`src/rtl/bitcnt_unit.sv`:
```
// Two-stage cpop/clz/ctz unit: S1 turns the operand into a mask, S2 popcounts it.
// Optional `BITCNT_PERF_EN adds a 32-bit count of output transfers on perf_count.
module bitcnt_unit #(
  parameter int DATA_WIDTH = 32
) (
  input  logic                  clk,
  input  logic                  rst_n,
  input  logic                  flush,
  input  logic                  in_valid,
  output logic                  in_ready,
  input  logic [1:0]            in_op,
  input  logic [DATA_WIDTH-1:0] in_data,
  input  logic [4:0]            in_tag,
  output logic                  out_valid,
  input  logic                  out_ready,
  output logic [DATA_WIDTH-1:0] out_data,
  output logic [4:0]            out_tag,
  output logic                  busy
`ifdef BITCNT_PERF_EN
  ,
  output logic [31:0]           perf_count
`endif
);

  localparam int LOGW = $clog2(DATA_WIDTH);
  localparam int CW   = LOGW + 1;

  localparam logic [1:0] OP_CPOP = 2'b00;
  localparam logic [1:0] OP_CLZ  = 2'b01;
  localparam logic [1:0] OP_CTZ  = 2'b10;

  logic                  r_s1_valid;
  logic [DATA_WIDTH-1:0] r_s1_mask;
  logic [4:0]            r_s1_tag;
  logic                  r_s2_valid;
  logic [DATA_WIDTH-1:0] r_out_data;
  logic [4:0]            r_out_tag;

  logic                  w_adv;
  logic                  w_s2_load;
  logic [DATA_WIDTH-1:0] w_mask;
  logic [CW-1:0]         w_count;

  // clz: the set bits of m are exactly the zeros above the leading one.
  // ctz: the set bits of m are exactly the zeros below the trailing one.
  function automatic logic [DATA_WIDTH-1:0] f_mask(input logic [1:0]            op,
                                                   input logic [DATA_WIDTH-1:0] x);
    logic [DATA_WIDTH-1:0] y;
    y = x;
    for (int k = 0; k < LOGW; k++) y = y | (y >> (1 << k));
    case (op)
      OP_CPOP: f_mask = x;
      OP_CLZ:  f_mask = ~y;
      OP_CTZ:  f_mask = ~x & (x - DATA_WIDTH'(1));
      default: f_mask = '0;
    endcase
  endfunction

  // Tree-halving adder: each level sums adjacent pairs of the level below.
  function automatic logic [CW-1:0] f_popcount(input logic [DATA_WIDTH-1:0] v);
    logic [CW-1:0] lvl [DATA_WIDTH];
    for (int j = 0; j < DATA_WIDTH; j++) lvl[j] = CW'(v[j]);
    for (int k = 0; k < LOGW; k++)
      for (int j = 0; j < (DATA_WIDTH >> (k + 1)); j++)
        lvl[j] = lvl[2*j] + lvl[2*j+1];
    return lvl[0];
  endfunction

  // Handshake: a beat moves on valid & ready at the rising edge; out_valid only
  // drops after a transfer (or flush/reset), and out_data/out_tag hold while stalled.
  assign w_adv     = !r_s2_valid || out_ready;
  assign w_s2_load = w_adv && r_s1_valid;
  assign in_ready  = !flush && (!r_s1_valid || w_adv);

  assign w_mask  = f_mask(in_op, in_data);
  assign w_count = f_popcount(r_s1_mask);

  always_ff @(posedge clk) begin
    if (!rst_n) begin
      r_s1_valid <= 1'b0;
      r_s1_mask  <= '0;
      r_s1_tag   <= '0;
    end else if (flush) begin
      r_s1_valid <= 1'b0;
    end else if (in_ready) begin
      r_s1_valid <= in_valid;
      if (in_valid) begin
        r_s1_mask <= w_mask;
        r_s1_tag  <= in_tag;
      end
    end
  end

  always_ff @(posedge clk) begin
    if (!rst_n) begin
      r_s2_valid <= 1'b0;
      r_out_data <= '0;
      r_out_tag  <= '0;
    end else if (flush) begin
      r_s2_valid <= 1'b0;
    end else if (w_adv) begin
      r_s2_valid <= r_s1_valid;
      if (w_s2_load) begin
        r_out_data <= DATA_WIDTH'(w_count);
        r_out_tag  <= r_s1_tag;
      end
    end
  end

  assign out_valid = r_s2_valid;
  assign out_data  = r_out_data;
  assign out_tag   = r_out_tag;
  assign busy      = r_s1_valid || r_s2_valid;

`ifdef BITCNT_PERF_EN
  logic [31:0] r_perf_count;

  // A result handed over in the flush cycle still counts as delivered.
  always_ff @(posedge clk) begin
    if (!rst_n) r_perf_count <= '0;
    else if (r_s2_valid && out_ready) r_perf_count <= r_perf_count + 32'd1;
  end

  assign perf_count = r_perf_count;
`endif

endmodule

```
`config.mk`:
```
export PLATFORM = sky130hd
export DESIGN_NAME = bitcnt_unit
export DESIGN_NICKNAME = d
export VERILOG_FILES = /design/src/rtl/bitcnt_unit.sv
export SDC_FILE = /design/constraint.sdc
export NUM_CORES = 1
export LEC_CHECK = 0
export CAP_MARGIN = 20
export CORE_MARGIN = 2
export CORE_UTILIZATION = 30
export CTS_CLUSTER_SIZE = 25
export DETAILED_ROUTE_END_ITERATION = 10
export GPL_TIMING_DRIVEN = 0
export PLACE_DENSITY = 0.62
export SLEW_MARGIN = 20
export SYNTH_ARGS = -nofsm -noshare
export SYNTH_HDL_FRONTEND = slang
export SYNTH_SLANG_ARGS = --single-unit
```
`constraint.sdc`:
```
create_clock -name clk -period 11.38 [get_ports clk]
set_clock_uncertainty 0.05 [all_clocks]
set_input_delay 3.414 -clock clk [delete_from_list [all_inputs] [get_ports clk]]
set_output_delay 3.414 -clock clk [all_outputs]
set_load 0.02 [all_outputs]
```
# After elaboration in Yosys (flattened, before gate mapping)
# Index checks and enable logic that the tools add are counted.
# W data, S select, Z words.
# classes
n_addsub	32
n_mul	0
div_mod_pow	0
n_lt_le_gt_ge	0
n_eq_ne	2
n_shift	0
muxes	1
n_bitwise	10
reduce_logical	12
# ops
op	n
$pmux W32 S3	1
$not A32 Y32	2
$add A1 B1 Y2	16
$and A32 B32 Y32	1
$or A32 B16 Y32	1
$or A32 B24 Y32	1
$or A32 B28 Y32	1
$or A32 B30 Y32	1
$or A32 B31 Y32	1
$sub A32 B1 Y32 const B	1
$add A2 B2 Y3	8
$add A3 B3 Y4	4
$add A4 B4 Y5	2
$add A5 B5 Y6	1
$reduce_and A3 Y1	2
$logic_not A1 Y1	3
$logic_or A1 B1 Y1	3
$eq A2 B1 Y1 const B	1
$eq A2 B2 Y1 const B	1
$logic_and A1 B1 Y1	2
$logic_not A2 Y1	1
$not A1 Y1	2
$reduce_or A2 Y1	1
# totals
regBits	50
latchBits	0
mem_bits_rw	0
romBits	0
in_bits	44
mem_count	0

# Depth between registers and ports, before layout
# depth
depth_word	7
mapped_depth	16

# Worst setup path after synthesis
# Ideal clock, no wire load.
# synth_path
path_kind	in2out
from	in out_ready
to	out in_ready
arrival_time_ns	3.838
required_time_ns	7.916
path_slack_ns	4.078
path_stages	2
n_path_buf	0
path_cell_list	nor2b_1 > a21oi_1
# synth_via
elab_chain_cells	3
# synth_rtl
item	line_no	rtl
from (decl)	15	input logic out_ready,
$logic_or A1 B1 Y1	71	assign w_adv = !r_s2_valid || out_ready;
$logic_or A1 B1 Y1	73	assign in_ready = !flush && (!r_s1_valid || w_adv);
$logic_and A1 B1 Y1	73	
to (decl)	10	output logic in_ready,
# No other way between the ends.

# Final worst setup path
# Same ends and word-level chain as after synthesis.

==> flow_summary.ini <==
[die]
rows = 39
ioPinCount = 84
die_x_um = 113
dieArea_um2 = 12800
die_h_um = 113
core_um2 = 11500
start_util = 0.309

[setup_path]
r2r.worst_path.cells = 16
rr_startpoint = r_s1_mask[0]$_SDFFE_PN0P_
cp_slowest_cell = clkdlybuf4s50_1
r2r_end = out_data[4]$_SDFFE_PN0P_
rrSetupSlack_ns = 6.37
path_class = in -> out
crit_top_cell = clkdlybuf4s50_1
cp_slowest_stage_delay_ns = 0.62
crit_chain = clkdlybuf4s50_1 -> nor2b_1 -> a21oi_1 -> clkdlybuf4s50_1
crit_path_end_kind = output pin
arrival_ns = 4.72
critPathRequiredTime_ns = 7.92
crit_fanout = 4
start_kind = primary input

[synthesis]
synth_fa_ha_area_frac = 0.162
synth_compound_area_frac = 0.188
yosys.area.top_type = dfxtp_1
synthMuxAreaShare = 0.0197
yosys.area_share.xor_xnor = 0.0123
synth_top_cells_by_count = dfxtp_1 (50), nand2_1 (44), nor2_1 (37)
ys_async_sr_fraction = 0
yosysMostFrequentCell = dfxtp_1
synth-seq-area-share = 0.281
syn_area_um2 = 3560
synth.distinct_cells = 59
synthCells = 431
synth_top_family_by_area = simple AND/OR/NAND/NOR gates
ys_warn_count = 0
synthTopCellsByArea = dfxtp_1 (28%), fa_1 (13%), buf_4 (5.5%), nand2_1 (4.6%), o21ai_0 (4.6%)
synth_edf_count = 0
synth_simple_gate_area_frac = 0.227
ys_ff_latch = 50
avgSynthCellArea_um2 = 8.26
netlist.area_leader.share = 0.281
synthFlopType = dfxtp_1

[layout]
seq_area_um2 = 1000
n_antenna_cell = 0
syn_to_final_growth_pct = 27.3
layout.nets = 594
final_cells = 662
n_fill_cell = 1188
multi_input_area_um2 = 2270
drive_above_1_share = 0.0906
utilization = 0.394

[timing]
drv_slew = 0
tightestPinTransition_ns = 0.895
fmax_ghz = 0.122
finalCriticalPeriod_ns = 8.19
period_share = 0.719
rsz0062_at_grt = no
setup_tns_ns = 0
finalHoldViolCount = 0
setup_slack_ns = 3.19
setup_viol = 0
relSlewSlack = 0.388

[power_and_ir_drop]
power_density_nw_per_um2 = 106
peakVddDrop_mv = 0.0553
p_leak_nw = 1.79

[routing]
drt_iter0_drc = 385
num_vias = 3497
viasPerCell = 5.28
route.detailed.drc = 1
final_antenna_net_count = 0
routed_wl_um = 11200
drt-pass1-iter-count = 8
wl_per_cell_um = 16.9

[place]
dp.cells = 655
place.gp.congestion = 0.932
io_buffer_count = 56
dp_hpwl_um = 8940
post-place-ws_ns = 3.19

[hold_path]
min_from = r_s1_mask[14]$_SDFFE_PN0P_
whs_endpoint = r_s1_mask[14]$_SDFFE_PN0P_
min_path_cells = 2
holdCritPathClass = reg -> reg

[clock_network]
cts_resized = 0
cts_buffer_depth = 2
cts.sinks = 50
root_buffer = clkbuf_16
postCtsSetupBuffers = 0
htree_levels = 2
worstSkewPairLatency_ns = 0.29
cts_buffers = 5
tritoncts = yes
clk_pin_slew_worst_paths_ns = 0.07
holdBufCountCts = 0

[grt]
grt_use_total = 0.178
grt_pass1_wl_um = 17900
grt_remaining_overflow = 0
first_global_vias = 3380
antenna_found_initial = 0
grt_max_degree = 16

[status]
failed_checks = DRC
status = complete, but fails checks

[job]
cap_violations = 0
report_power, final:
part / switching, W / internal (W) / total [W]
sequential: 0.00000431 / 0.000181 / 0.000185
combinational: 0.0000841 / 0.0000632 / 0.000147
clock: 0.0000673 / 0.0000808 / 0.000148
worst max path at each step:
stage | start | to | slack (ns) | depth (start not counted)
finish | out_ready | in_ready | 3.19 | 4
CTS | out_ready | in_ready | 3.18 | 4
global route | out_ready | in_ready | 3.15 | 4
global placement | out_ready | in_ready | 3.19 | 4
floorplan | out_ready | in_ready | 4.08 | 2
detailed placement | out_ready | in_ready | 3.19 | 4
final cells by class:
class,count,share of cell area
Timing Repair Buffer,56,0.124
Sequential cell,50,0.221
Inverter,32,0.0265
Tap cell,143,0.0395
Multi-Input combinational cell,331,0.500
Clock inverter,2,0.00304
Buffer,43,0.0591
Clock buffer,5,0.0276
metrics by stage:
step | area (um^2) | total power (W) | hold slack (ns)
after floorplan | 3660 | 0.000283 | 0.366
after global placement | 4400 | 0.000333 | 0.383
after detailed placement | 4400 | 0.000339 | 0.393
after CTS | 4530 | 0.000486 | 0.403
after global routing | 4530 | 0.000512 | 0.414
final | 4530 | 0.000481 | 0.400
worst max-delay path: cells and delay by family:
| kind | cells | cell delay, ns |
|---|---|---|
| buffers and inverters | 2 | 1.09 |
| AOI/OAI and AO/OA | 1 | 0.15 |
| and+or+nand+nor | 1 | 0.07 |
state kept, by name, summed over array words and instances (netlist names):
name        flops
out_tag         5
out_data        6
out_valid       1
r_s1_tag        5
r_s1_mask      32
r_s1_valid      1
logic make-up after synthesis:
group / after synthesis
other cells: 1
fa+ha+maj: 32
mux: 7
flops: 50
simple gates: 154
xor+xnor: 5
buf+inv: 75
compound gates: 107
routing by layer:
metal	vias up	global-route usage	share of wire
met2	177	0.295	0.47
met1	1636	0.240	0.42
met4	0	0.0610	0.034
met5	-	0	0
met3	24	0.0225	0.082
li1	1660	-	-
placed cells by master (no fill, tap or decap), types with 5 or more instances in the layout:
cell / count
a22o_1: 5
clkbuf_16: 5
a31oi_1: 6
nor4_1: 12
clkdlybuf4s50_1: 56
a21oi_1: 27
buf_4: 26
a211oi_1: 5
nand2_1: 44
clkbuf_1: 13
or4_1: 8
fa_1: 24
nor3_1: 10
o21ai_0: 33
or3_1: 6
nand3_1: 7
dfxtp_1: 50
conb_1: 26
nor2_1: 37
ha_1: 7
mux2i_1: 7
inv_1: 31
Power figures use the tool's default switching activity.
